**config.mk**
```make
export PLATFORM = sky130hd
export DESIGN_NAME = axis_adc_trigger_ctrl
export DESIGN_NICKNAME = d
export VERILOG_FILES = /design/src/rtl/axis_adc_trigger_ctrl.sv
export SDC_FILE = /design/constraint.sdc
export NUM_CORES = 1
export LEC_CHECK = 0
export ABC_AREA = 1
export ABC_CLOCK_PERIOD_IN_PS = 5060
export BUFFER_PORTS_ARGS = -buffer_cell sky130_fd_sc_hd__buf_2
export CORE_MARGIN = 3
export CORE_UTILIZATION = 62
export DETAILED_ROUTE_END_ITERATION = 10
export MAX_ROUTING_LAYER = met4
export PLACE_DENSITY = 0.89
export SETUP_SLACK_MARGIN = 0.2
export SLEW_MARGIN = 15
export SYNTH_ARGS = -nofsm -noshare
export SYNTH_HDL_FRONTEND = slang
export SYNTH_SLANG_ARGS = --single-unit
```
**constraint.sdc**
```tcl
create_clock -name aclk -period 5.06 [get_ports aclk]
set_clock_uncertainty 0.05 [all_clocks]
set_input_delay 0.759 -clock aclk [delete_from_list [all_inputs] [get_ports aclk]]
set_output_delay 0.759 -clock aclk [all_outputs]
set_load 0.05 [all_outputs]
```
**src/rtl/axis_adc_trigger_ctrl.sv**
```systemverilog
// Armed ADC capture controller: holdoff, edge/force trigger, and fixed-length
// AXI-Stream capture through a single 1-deep output register.
module axis_adc_trigger_ctrl #(
  parameter int unsigned ADC_DATA_WIDTH = 14,
  parameter int unsigned CNTR_WIDTH     = 16
) (
  input  logic                  aclk,
  input  logic                  aresetn,
  input  logic                  arm,
  input  logic                  abort,
  input  logic                  force_trig,
  input  logic                  cfg_chan,
  input  logic                  cfg_edge,
  input  logic [15:0]           cfg_level,
  input  logic [CNTR_WIDTH-1:0] cfg_holdoff,
  input  logic [CNTR_WIDTH-1:0] cfg_total,
  input  logic                  s_axis_tvalid,
  input  logic [31:0]           s_axis_tdata,
  output logic                  m_axis_tvalid,
  input  logic                  m_axis_tready,
  output logic [31:0]           m_axis_tdata,
  output logic                  m_axis_tlast,
  output logic [2:0]            sts_state,
  output logic                  sts_overrun
);

  localparam int unsigned CH_W   = 16;
  // Channel lanes carry ADC_DATA_WIDTH significant bits; re-extend from that MSB.
  localparam int unsigned EXT_SH = CH_W - ADC_DATA_WIDTH;

  typedef enum logic [2:0] {
    ST_IDLE    = 3'd0,
    ST_HOLDOFF = 3'd1,
    ST_WAIT    = 3'd2,
    ST_CAPTURE = 3'd3,
    ST_FLUSH   = 3'd4
  } state_e;

  state_e                  state_q, state_d;
  logic                    chan_q, chan_d;
  logic                    edge_q, edge_d;
  logic signed [CH_W-1:0]  level_q, level_d;
  logic [CNTR_WIDTH-1:0]   holdoff_q, holdoff_d;
  logic [CNTR_WIDTH-1:0]   total_q, total_d;
  logic [CNTR_WIDTH-1:0]   hold_cnt_q, hold_cnt_d;
  logic [CNTR_WIDTH-1:0]   beat_cnt_q, beat_cnt_d;
  logic signed [CH_W-1:0]  prev_q, prev_d;
  logic                    prev_vld_q, prev_vld_d;
  logic                    tvalid_q, tvalid_d;
  logic                    tlast_q, tlast_d;
  logic [31:0]             tdata_q, tdata_d;
  logic                    overrun_q, overrun_d;

  logic [CH_W-1:0]         raw_c;
  logic [CH_W-1:0]         shl_c;
  logic signed [CH_W-1:0]  cur_c;
  logic                    edge_hit_c;
  logic                    trig_c;
  logic                    out_free_c;
  logic [CNTR_WIDTH-1:0]   hold_nxt_c;
  logic [CNTR_WIDTH-1:0]   beat_nxt_c;

  // Selected-channel sample, trigger decision and counter increments.
  always_comb begin
    raw_c      = cfg_chan_sel(chan_q, s_axis_tdata);
    shl_c      = CH_W'(raw_c << EXT_SH);
    cur_c      = $signed(shl_c) >>> EXT_SH;
    if (edge_q) begin
      edge_hit_c = (prev_q > level_q) && (cur_c <= level_q);
    end else begin
      edge_hit_c = (prev_q < level_q) && (cur_c >= level_q);
    end
    trig_c     = s_axis_tvalid && (force_trig || (prev_vld_q && edge_hit_c));
    out_free_c = !tvalid_q || m_axis_tready;
    hold_nxt_c = CNTR_WIDTH'(hold_cnt_q + 1'b1);
    beat_nxt_c = CNTR_WIDTH'(beat_cnt_q + 1'b1);
  end

  function automatic logic [CH_W-1:0] cfg_chan_sel(input logic sel, input logic [31:0] data);
    return sel ? data[31:16] : data[15:0];
  endfunction

  // Next-state, config latch, output register and status update.
  always_comb begin
    state_d    = state_q;
    chan_d     = chan_q;
    edge_d     = edge_q;
    level_d    = level_q;
    holdoff_d  = holdoff_q;
    total_d    = total_q;
    hold_cnt_d = hold_cnt_q;
    beat_cnt_d = beat_cnt_q;
    prev_d     = prev_q;
    prev_vld_d = prev_vld_q;
    tvalid_d   = tvalid_q;
    tlast_d    = tlast_q;
    tdata_d    = tdata_q;
    overrun_d  = overrun_q;

    // A completed handshake empties the output register unless refilled below.
    if (tvalid_q && m_axis_tready) begin
      tvalid_d = 1'b0;
      tlast_d  = 1'b0;
    end

    unique case (state_q)
      ST_IDLE: begin
        prev_vld_d = 1'b0;
        if (arm && !abort && (cfg_total != '0)) begin
          chan_d     = cfg_chan;
          edge_d     = cfg_edge;
          level_d    = $signed(cfg_level);
          holdoff_d  = cfg_holdoff;
          total_d    = cfg_total;
          hold_cnt_d = '0;
          beat_cnt_d = '0;
          overrun_d  = 1'b0;
          state_d    = ST_HOLDOFF;
        end
      end

      ST_HOLDOFF: begin
        if (abort) begin
          state_d = ST_IDLE;
        end else if (hold_cnt_q == holdoff_q) begin
          prev_vld_d = 1'b0;
          state_d    = ST_WAIT;
        end else if (s_axis_tvalid) begin
          hold_cnt_d = hold_nxt_c;
          if (hold_nxt_c == holdoff_q) begin
            prev_vld_d = 1'b0;
            state_d    = ST_WAIT;
          end
        end
      end

      ST_WAIT: begin
        if (abort) begin
          state_d = ST_IDLE;
        end else if (s_axis_tvalid) begin
          prev_d     = cur_c;
          prev_vld_d = 1'b1;
          if (trig_c) begin
            tdata_d    = s_axis_tdata;
            tvalid_d   = 1'b1;
            beat_cnt_d = beat_nxt_c;
            tlast_d    = (beat_nxt_c == total_q);
            state_d    = (beat_nxt_c == total_q) ? ST_FLUSH : ST_CAPTURE;
          end
        end
      end

      ST_CAPTURE: begin
        if (s_axis_tvalid) begin
          if (out_free_c) begin
            tdata_d    = s_axis_tdata;
            tvalid_d   = 1'b1;
            beat_cnt_d = beat_nxt_c;
            tlast_d    = (beat_nxt_c == total_q);
            if (beat_nxt_c == total_q) begin
              state_d = ST_FLUSH;
            end
          end else begin
            overrun_d = 1'b1;
          end
        end
      end

      ST_FLUSH: begin
        if (tvalid_q && m_axis_tready && tlast_q) begin
          state_d = ST_IDLE;
        end
      end

      default: state_d = ST_IDLE;
    endcase
  end

  // State and datapath registers.
  always_ff @(posedge aclk or negedge aresetn) begin
    if (!aresetn) begin
      state_q    <= ST_IDLE;
      chan_q     <= 1'b0;
      edge_q     <= 1'b0;
      level_q    <= '0;
      holdoff_q  <= '0;
      total_q    <= '0;
      hold_cnt_q <= '0;
      beat_cnt_q <= '0;
      prev_q     <= '0;
      prev_vld_q <= 1'b0;
      tvalid_q   <= 1'b0;
      tlast_q    <= 1'b0;
      tdata_q    <= '0;
      overrun_q  <= 1'b0;
    end else begin
      state_q    <= state_d;
      chan_q     <= chan_d;
      edge_q     <= edge_d;
      level_q    <= level_d;
      holdoff_q  <= holdoff_d;
      total_q    <= total_d;
      hold_cnt_q <= hold_cnt_d;
      beat_cnt_q <= beat_cnt_d;
      prev_q     <= prev_d;
      prev_vld_q <= prev_vld_d;
      tvalid_q   <= tvalid_d;
      tlast_q    <= tlast_d;
      tdata_q    <= tdata_d;
      overrun_q  <= overrun_d;
    end
  end

  assign m_axis_tvalid = tvalid_q;
  assign m_axis_tlast  = tlast_q;
  assign m_axis_tdata  = tdata_q;
  assign sts_state     = state_q;
  assign sts_overrun   = overrun_q;

endmodule
```
==> impl_results.md, run 1 <==
* Initial antenna violation count at 1
* Final Non-Filler Cells at 1340
* Top layer reached by signal wires: met4
* Post-Route WL at 20.2 mm
* Commonest non-fill, non-tap cell in the layout: nand2_1
* CP arrival at 3.97 ns
* # setup viols final at 0
* Cells after Synth at 1039
* CTS Root Cell: clkbuf_16
* Max-slew violations at 0
* Fin crit share at 73.4%
* HP Class: input port to async pin
* Met2 WL at 10.3 mm
* Syn avg cell area at 7.70 um2
* CP Class: flip-flop to flip-flop
* R2R Setup Slk at 1.35 ns
* Worst R2R Path Depth at 17
* Die H at 120 um
* Initial cell density of the core at 64.9%
* Post-synth cell types at 43
* Total negative slack at 0 ns
* Metal-1 WL at 8.37 mm
* PwrDens at 641 mW/mm2
* Post-cts hold buffer count at 0
* Syn Std Cell Area at 0.00800 mm2
* Max_slew headroom at 34.2%
* Fillers at 874
* Vias in the first global route at 7143
* CP required at 5.32 ns
* Post-DR wirelength/cell at 15.1 um
* Fin nets at 1281
* YS warnings at 0
* Pin count of the biggest net entering global routing at 102
* Via density at 5.48
* Overall power at 5.98 mW
* Detailed Routing Iterations Pass 1 at 5
* IO Count at 127
* Endpoint class of the critical path: flip-flop
* CTS tree: built
* Slowest stage delay, CP at 0.73 ns
* Worst-path cell chain: mux2_2 > ha_1 > nand2_1 > nor4_2 > nand2_1 > nand3_1 > nand2_1 > nand2_1 > nand2_1 > nand2_1 > nand3_2 > nand2_4 > nand2_4 > nand2_4 > nand2_4 > nand2_1 > nand2_1
* Crit Reg-Reg Endpoint: m_axis_tdata[21]
* Status: completed
* Number of buffers and inverters on the critical path at 0
* Setup Fix Bufs, Post-CTS at 0
* Placed cell count at 1307
* Largest delay contributor family on the critical path: simple AND/OR/NAND/NOR gates
* I/O Buffers at 126
* Worst-Margin Slew at 0.987 ns
* Startpoint Class: flip-flop
* Remaining Overflow, GRT at 0
* RSZ-0062 raised after global routing: false
* Skew-Pair Late Insertion Delay at 0.42 ns
* Fmax at 269 MHz
* GRT Util Overall at 30.2%
* Met3 WL post-DR at 1.13 mm
* DP Wirelength at 14.3 mm
* Clock slew at reported path FFs at 0.06 ns
* First-pass GRT wire length at 33.8 mm
* RD Place Congestion at 0.937
* Iter 0 DRT Violations at 603
* Layout cell share with drive strength beyond 1 at 18.4%
* Most common cell on crit path: nand2_1
* Clock net sink count at 135
* Final hold violation count at 0
* CTS Buf Count at 17
* DRC violations left at 0
* Clock Path Buffers at 2
* CP max-delay cell: dfrtp_1
* Syn Nets at 1162
* FF+latch count, synth at 135
* Die area at 0.0143 mm2
* Layout area overhead at 16.7%
* Tmin final at 3.71 ns
* DRT antenna net count at 0
* CP max FO at 33
* VDD IR max at 0.483 mV
* # resized after CTS at 0
* Vias at 7337
* Most frequent cells in the layout: nand2_1, dfrtp_1, buf_2
* H-Tree Depth at 4
* Leak at 4.92 nW
* Die X at 120 um
* Row count at 40
* Origin of the critical flop-to-flop path: chan_q
* Max Cap Viol at 0
* Sequential area share after synthesis at 42.3%
* Total core area at 0.0123 mm2
==> flip-flops by register name, summed over array words and instances (netlist names), 3 cells and up <==
signal,flops
m_axis_tdata,32
beat_cnt_q,16
hold_cnt_q,16
holdoff_q,16
level_q,16
total_q,16
prev_q,14
sts_state,3
==> synth_stat cells (all sizes together) <==
cell | number | area [um2]
o211ai | 1 | 7.51
xnor3 | 2 | 45.0
a21oi | 17 | 85.1
mux2i | 1 | 10.0
mux2 | 13 | 146
o22ai | 9 | 56.3
clkbuf | 10 | 38.8
dfrtp | 135 | 3380
xnor2 | 23 | 201
nand3 | 92 | 485
xor2 | 21 | 184
or3 | 1 | 6.26
a211oi | 2 | 27.5
or2 | 6 | 37.5
a21o | 2 | 15.0
ha | 34 | 425
and2 | 2 | 12.5
nand3b | 2 | 15.0
inv | 82 | 308
nor4 | 5 | 37.5
nor2 | 81 | 349
nor3 | 2 | 15.0
nand4 | 15 | 93.8
o21bai | 4 | 30.0
nor3b | 1 | 7.51
o21ai | 45 | 233
buf | 21 | 143
nand2 | 410 | 1600
==> worst max path at each step <==
stage | start | to | depth (start not counted)
2_1_floorplan | chan_q | beat_cnt_q[4] | 20
3_3_place_gp | s_axis_tdata[29] | m_axis_tdata[14] | 18
3_5_place_dp | s_axis_tdata[29] | m_axis_tdata[0] | 18
4_1_cts | chan_q | m_axis_tdata[7] | 17
5_1_grt | chan_q | m_axis_tdata[22] | 17
6_report | chan_q | m_axis_tdata[21] | 17
==> layout make-up <==
type / count / area, um2 / area share [%]
multi-input combinational: 791 / 4140 / 44.3
sequential: 135 / 3380 / 36.2
timing repair buffer: 131 / 674 / 7.23
clock buffer: 19 / 453 / 4.85
inverter: 82 / 308 / 3.30
tap: 168 / 210 / 2.25
clock inverter: 13 / 169 / 1.81
antenna: 1 / 2.50 / 0.0268
==> metal layers <==
metal	track usage, %	vias up
met2	49.8	252
li1	-	3573
met4	10.1	0
met3	6.36	41
met1	37.4	3471
met5	-	-
==> report_power, final <==
part | internal [mW] | leakage, nW | switching [mW]
logic | 0.901 | 2.88 | 2.01
registers | 1.49 | 1.74 | 0.293
clock network | 0.805 | 0.304 | 0.482
total | 3.19 | 4.92 | 2.79
==> stage by stage <==
stage	hold WS, ns	setup slack, ns	area (um2)	util, %
global route	0.440	1.07	9330	75.8
floorplan	0.396	1.89	8000	-
CTS	0.419	1.46	9330	75.8
global placement	0.400	1.56	8710	70.7
finish	0.385	1.35	9330	75.8
detailed placement	0.403	1.44	8710	70.7
==> logic make-up (layout without fill, tap and decap cells) <==
kind of cell	Yosys count	after routing	synth area share [%]
AO/OA/AOI/OAI	80	80	5.68
XOR/XNOR	46	46	5.38
adder cells (fa/ha/maj)	34	34	5.32
buffers and inverters	113	245	6.12
flip-flops	135	135	42.3
multiplexers	14	14	1.96
other	0	1	0
AND/OR/NAND/NOR	617	617	33.3
Note: power is estimated with default switching activity, not from simulation.
==> run 2: changes to the inputs <==
ABC_AREA = 0   (was 1)
ABC_CLOCK_PERIOD_IN_PS = 3000   (was 5060)
CORE_UTILIZATION = 52   (was 62)
PLACE_DENSITY = 0.8   (was 0.89)
clock period = 3 ns   (was 5.06 ns; I/O delays follow)
==> run 2 against run 1 <==
- critical path type unchanged
- critical endpoint unchanged
- power rose by 91%
- worst hold slack got worse by 0.22 ns
- final cell count fell by 7.0%
- the flow now finishes with violations (negative setup slack)
- via count up 3.6%
- first-iteration DRC count is 36% higher
- sequential share of layout area is 4.1 points lower
- setup slack got worse by 1.9 ns
- die area up 19%
- global-route usage fell by 2.3 points
- critical path depth shrank 5
- maximum frequency up 3.8%
- wire length grew 22%
==> impl_results.md, run 2 <==
* Area post-placement at 0.00935 mm2 (+7.4%)
* Syn Nets at 992 (-15%)
* PwrDens at 1090 mW/mm2 (+69%)
* Detailed Routing Iterations Pass 1 at 5 (unchanged)
* GR Layer Usage met3 at 7.68% (+1.3 points)
* Row count at 44 (+10%)
* Syn avg cell area at 9.29 um2 (+21%)
* Top-area cell type share of the netlist area at 41.8% (-0.41 points)
* Clock net sink count at 135 (unchanged)
* DP Worst Slack at -0.361 ns (-1.80 ns)
* Endpoint class of the critical path: flip-flop
* Cells after Synth at 869 (-16%)
* Layout area overhead at 30.3%
* Count leader, synth: nand2_1
* Overall power at 11.4 mW (+91%)
* RSZ-0062 raised after global routing: true
* Post-DR wirelength/cell at 19.8 um (+31%)
* DP Wirelength at 15.0 mm (+4.9%)
* Die H at 131 um (+9.2%)
* I/O Buffers at 126 (unchanged)
* H-Tree Depth at 4 (unchanged)
* Die area at 0.0171 mm2 (+19%)
* Finished layout cell area at 0.0105 mm2 (+13%)
* Post-synth top flop: dfrtp_1
* Synth area leader: dfrtp_1
* CP Class: flip-flop to flip-flop
* Max FFs per register at 32 (unchanged)
* Sequential area share after synthesis at 41.8% (-0.41 points)
* Total negative slack at -24.96 ns (-24.96 ns)
* Vias at 7603 (+3.6%)
* DRC violations left at 0 (unchanged)
* CTS Root Cell: clkbuf_16
* YS warnings at 0 (unchanged)
* First-pass GRT wire length at 36.6 mm (+8.2%)
* Iter 0 DRT Violations at 819 (+36%)
* CTS Buf Count at 17 (unchanged)
* Commonest non-fill, non-tap cell in the layout: nand2_1
* Syn Std Cell Area at 0.00807 mm2 (+0.99%)
* Fin util at 70.8% (-5.0 points)
* Status: finished, violations left
* Tmin final at 3.58 ns (-0.137 ns)
* Fin nets at 1171 (-8.6%)
* Failing checks: negative setup slack
* DRT antenna net count at 0 (unchanged)
* Via density at 6.10 (+11%)
* Final hold violation count at 0 (unchanged)
* Max Cap Viol at 0 (unchanged)
* Total core area at 0.0149 mm2 (+21%)
* Clock slew at reported path FFs at 0.06 ns (about the same)
* FF+latch count, synth at 135 (unchanged)
* Post-Route WL at 24.7 mm (+22%)
* CP arrival at 3.84 ns (-0.13 ns)
* RD Place Congestion at 0.965 (+3.0%)
* Fmax at 280 MHz (+3.8%)
* Initial antenna violation count at 1 (unchanged)
* VDD IR max at 0.873 mV (+81%)
* CTS tree: built
* Max_slew headroom at 59.0% (+25 points)
* Post-layout worst setup margin at -0.577 ns (-1.92 ns)
* Skew-Pair Late Insertion Delay at 0.43 ns (about the same)
* Worst-Margin Slew at 0.609 ns (-0.378 ns)
* Post-synth EDFFs at 0 (unchanged)
* CP required at 3.26 ns (-2.06 ns)
* Layout cell share with drive strength beyond 1 at 32.8% (+14 points)
* HP Class: input port to flip-flop
* # setup viols final at 53 (+53)
* GRT Util Overall at 27.9% (-2.3 points)
* Top Usage Layer GRT: met2
* IO Count at 127 (unchanged)
* Die X at 131 um (+9.2%)
* CP max FO at 7 (-79%)
* Met1 global-route usage at 36.0% (-1.4 points)
* Startpoint Class: flip-flop
* Most frequent cells in the layout: nand2_1, dfrtp_1, buf_2
* Pin count of the biggest net entering global routing at 59 (-42%)
* Met2 Usage GRT at 43.7% (-6.1 points)
* Max-slew violations at 0 (unchanged)
* Leak at 4.76 nW (-3.2%)
* Fin crit share at 119% (+46 points)
* Post-synth cell types at 69 (+60%)
* Top area cells in the synthesized netlist: dfrtp_1, nand2_1, ha_1, mux2_2, mux2_1
* Vias in the first global route at 7221 (+1.1%)
* Post-synth ARST share at 100% (unchanged)
* Synth top cells by count: nand2_1, dfrtp_1, o21ai_0
* Clock Path Buffers at 2 (unchanged)
* Initial cell density of the core at 54.3% (-11 points)
* Remaining Overflow, GRT at 0 (unchanged)
## run 2: metal layers
| layer | wire length, um | vias to the layer above |
|---|---|---|
| li1 | - | 3462 |
| met1 | 10100 | 3662 |
| met2 | 11700 | 379 |
| met3 | 1920 | 100 |
| met4 | 908 | 0 |
| met5 | 0 | - |
## run 2: per-stage QoR
stage	hold slack [ns]	std cells
6_report	0.163	1246
5_1_grt	0.161	1246
4_1_cts	0.158	1240
3_5_place_dp	0.409	1194
3_3_place_gp	0.405	1194
2_1_floorplan	0.104	869
## run 2: cells by family (layout without fill, tap and decap cells)
logic type | Yosys count | in the layout | share of synthesized area (%)
DFF | 135 | 135 | 41.8
xor gates and xnor gates | 50 | 50 | 5.42
other | 0 | 1 | 0
AOI/OAI and AO/OA | 174 | 174 | 14.5
and+or+nand+nor | 324 | 324 | 19.4
adders and majority gates | 34 | 34 | 5.27
buffers and inverters | 86 | 278 | 4.46
muxes | 66 | 66 | 9.10
## run 2: power by group
| group | total, mW | internal, mW | switching, mW | leakage [nW] |
|---|---|---|---|---|
| registers | 3.22 | 2.56 | 0.661 | 1.69 |
| logic | 6.18 | 2.67 | 3.51 | 2.80 |
| clock network | 2.03 | 1.17 | 0.855 | 0.272 |
## run 2: final timing paths
kind                                   from                to  slack (ns)  depth (start not counted)
max in group asynchronous           aresetn            chan_q        1.58                          3
max reg2reg                          chan_q  m_axis_tdata[21]       -0.58                         12
min reg2reg                m_axis_tdata[12]  m_axis_tdata[12]        0.43                          1
min                          cfg_holdoff[4]      holdoff_q[4]        0.16                          3
min in group asynchronous           aresetn  m_axis_tdata[18]        0.51                          2
max                                  chan_q  m_axis_tdata[21]       -0.58                         12
## run 2: final cells by class
cell class / count / area, um2
Multi-Input combinational cell: 648 / 4720
Fill cell: 1070 / 4340
Sequential cell: 135 / 3380
Timing Repair Buffer: 212 / 1500
Clock buffer: 19 / 443
Tap cell: 184 / 230
Inverter: 34 / 128
Clock inverter: 13 / 123
Antenna cell: 1 / 2.50
## run 2: timing repair
item | 4_1_cts | 5_1_grt
cloned | 3 | 2
endpoints found under the hold margin | 56 | 0
endpoints found under the setup margin | 53 | 54
pin swaps | 20 | 11
hold buffers | 1 | 0
setup buffers | 10 | 3
gates resized for setup | 30 | 45
## run 2: worst max-delay path, cell delays in order, from the launching register on
cell and delay [ns]:
dfrtp_2 0.42, buf_12 0.12, buf_16 0.12, mux2_2 0.36
ha_1 0.30, nand4_1 0.17, buf_4 0.19, nor4_1 0.55
o211ai_1 0.26, a21boi_4 0.25, buf_6 0.16, clkbuf_16 0.16
mux2_1 0.33
==> run 3: changes to the inputs <==
ABC_CLOCK_PERIOD_IN_PS = 4300   (was 3000)
CORE_UTILIZATION = 62   (was 52)
PLACE_DENSITY = 0.89   (was 0.8)
clock period = 4.3 ns   (was 3 ns; I/O delays follow)
==> run 3 against run 2 <==
- the flow now finishes without violations
- via count shrank 7.5%
- flip-flop and latch count stayed put
- wire length is 18% lower
- final cell count down 7.1%
- die area decreased by 15%
- clock power is 22% lower
- sequential power fell by 30%
- largest cell class unchanged
- global-route usage rose by 1.4 points
- cell area shrank 10%
==> impl_results.md, run 3 (same netlist as run 2, synthesis figures left out) <==
* CP Class: flip-flop to flip-flop
* VDD IR max at 0.605 mV (-31%)
* Die X at 120 um (-8.0%)
* Status: completed
* Die area at 0.0144 mm2 (-15%)
* Switching Fraction at 43.5% (-0.47 points)
* Max_slew headroom at 29.1% (-30 points)
* CP arrival at 4.03 ns (+0.19 ns)
* Overall power at 7.07 mW (-38%)
* DRC violations left at 0 (unchanged)
* Clock slew at reported path FFs at 0.06 ns (about the same)
* Fmax at 265 MHz (-5.2%)
* DRT antenna net count at 0 (unchanged)
* Fin nets at 1095 (-6.5%)
* CP required at 4.55 ns (+1.29 ns)
* First-pass GRT wire length at 33.1 mm (-9.5%)
* Max FFs per register at 32 (unchanged)
* Remaining Overflow, GRT at 0 (unchanged)
* RD Place Congestion at 0.991 (+2.7%)
* I/O Buffers at 126 (unchanged)
* Initial antenna violation count at 1 (unchanged)
* IO Count at 127 (unchanged)
* Layout area overhead at 16.7%
* Final hold violation count at 0 (unchanged)
* Most frequent cells in the layout: nand2_1, dfrtp_1, buf_2
* Endpoint class of the critical path: flip-flop
* CTS tree: built
* Tmin final at 3.77 ns (+0.197 ns)
* CTS Root Cell: clkbuf_16
* Skew-Pair Late Insertion Delay at 0.43 ns (about the same)
* Layout cell share with drive strength beyond 1 at 21.9% (-11 points)
* Sequential Power Share at 31.8% (+3.6 points)
* CP max FO at 21 (+14)
* GRT Util Overall at 29.3% (+1.4 points)
* Post-cts hold buffer count at 0 (-1)
* Setup Fix Bufs, Post-CTS at 0 (-10)
* Detailed Routing Iterations Pass 1 at 7 (+2)
* Fin util at 74.4% (+3.6 points)
* Max-slew violations at 0 (unchanged)
* Via density at 6.07 (-0.45%)
* Max Cap Viol at 0 (unchanged)
* Finished layout cell area at 0.00942 mm2 (-10%)
* PwrDens at 750 mW/mm2 (-31%)
* Area of the multi-input gates at 0.00434 mm2 (-8.0%)
* Vias at 7034 (-7.5%)
* Clock net sink count at 135 (unchanged)
* Row count at 41 (-6.8%)
* DP Wirelength at 13.9 mm (-7.1%)
* Leak at 4.29 nW (-9.9%)
* Iter 0 DRT Violations at 498 (-39%)
* RSZ-0062 raised after global routing: false
* Total core area at 0.0127 mm2 (-15%)
* Post-Route WL at 20.2 mm (-18%)
* Total negative slack at 0 ns (+24.96 ns)
* # resized after CTS at 0 (-100%)
* Pin count of the biggest net entering global routing at 120 (+100%)
* H-Tree Depth at 4 (unchanged)
* Die H at 120 um (-8.0%)
* CTS Buf Count at 17 (unchanged)
* Initial cell density of the core at 63.7% (+9.4 points)
* Clock Path Buffers at 2 (unchanged)
* Internal Power at 3.99 mW (-38%)
* Post-DR wirelength/cell at 17.5 um (-12%)
* Startpoint Class: flip-flop
* Worst hold slack at 0.324 ns (+0.161 ns)
* # setup viols final at 0 (-100%)
* Commonest non-fill, non-tap cell in the layout: nand2_1
* FF+latch area at 0.00338 mm2 (about the same)
* Vias in the first global route at 6783 (-6.1%)
* Sw Pwr at 3.08 mW (-39%)
* Combinational share of power at 45.7% (-8.4 points)
* Fin crit share at 87.8% (-31 points)
* HP Class: input port to async pin
* Worst-Margin Slew at 1.06 ns (+0.455 ns)
* Fillers at 900 (-16%)
* Area post-placement at 0.00877 mm2 (-6.2%)
* Clock power share at 22.5% (+4.8 points)
-- run 3: critical path, cell delays in order (launching register included) --
cell      delay, ns
dfrtp_1        0.53
buf_4          0.26
mux2_2         0.37
ha_1           0.32
a21oi_1        0.17
nor2_1         0.07
a211oi_1       0.29
o211ai_1       0.12
mux2i_1        0.20
xnor2_1        0.20
o211ai_1       0.19
a21boi_4       0.18
buf_4          0.31
mux2_1         0.37
-- run 3: layout make-up --
cell class              instances  share of cell area [%]
multi-input cells             648                    46.1
flip-flops and latches        135                    35.8
repair buffers                136                    7.55
clock buffers                  20                    4.85
well taps                     172                    2.28
clock inverters                12                    2.02
inverters                      34                    1.35
diodes                          1                  0.0266
-- run 3: final timing paths --
path | from | endpoint | slack [ns] | cells past startpoint
min in group aclk | cfg_holdoff[13] | holdoff_q[13] | 0.35 | 3
hold reg to reg | m_axis_tdata[10] | m_axis_tdata[10] | 0.43 | 1
setup / recovery | chan_q | m_axis_tdata[13] | 0.53 | 13
setup reg to reg | chan_q | m_axis_tdata[13] | 0.53 | 13
max in group asynchronous | aresetn | level_q[14] | 3.00 | 2
hold / removal | aresetn | holdoff_q[7] | 0.32 | 1
-- run 3: power groups by stage --
stage / combinational, mW / clock [mW] / sequential (mW)
2_1_floorplan: 1.98 / 0 / 2.64
3_3_place_gp: 3.04 / 0 / 2.22
3_5_place_dp: 3.16 / 0 / 2.24
4_1_cts: 3.22 / 1.60 / 2.23
5_1_grt: 3.54 / 1.66 / 2.31
6_report: 3.23 / 1.59 / 2.25
-- run 3: stage by stage --
step / cells / worst slack [ns]
after floorplan: 869 / 0.653
after global placement: 1125 / 0.739
after detailed placement: 1125 / 0.632
after CTS: 1157 / 0.555
after global routing: 1158 / 0.312
final: 1158 / 0.526
-- run 3: metal layers --
layer	routed length (um)	GRT usage [%]	vias to the layer above
met3	1450	6.55	43
met1	8520	37.8	3388
met2	9870	46.6	291
met4	408	8.95	0
li1	-	-	3312
met5	0	-	-
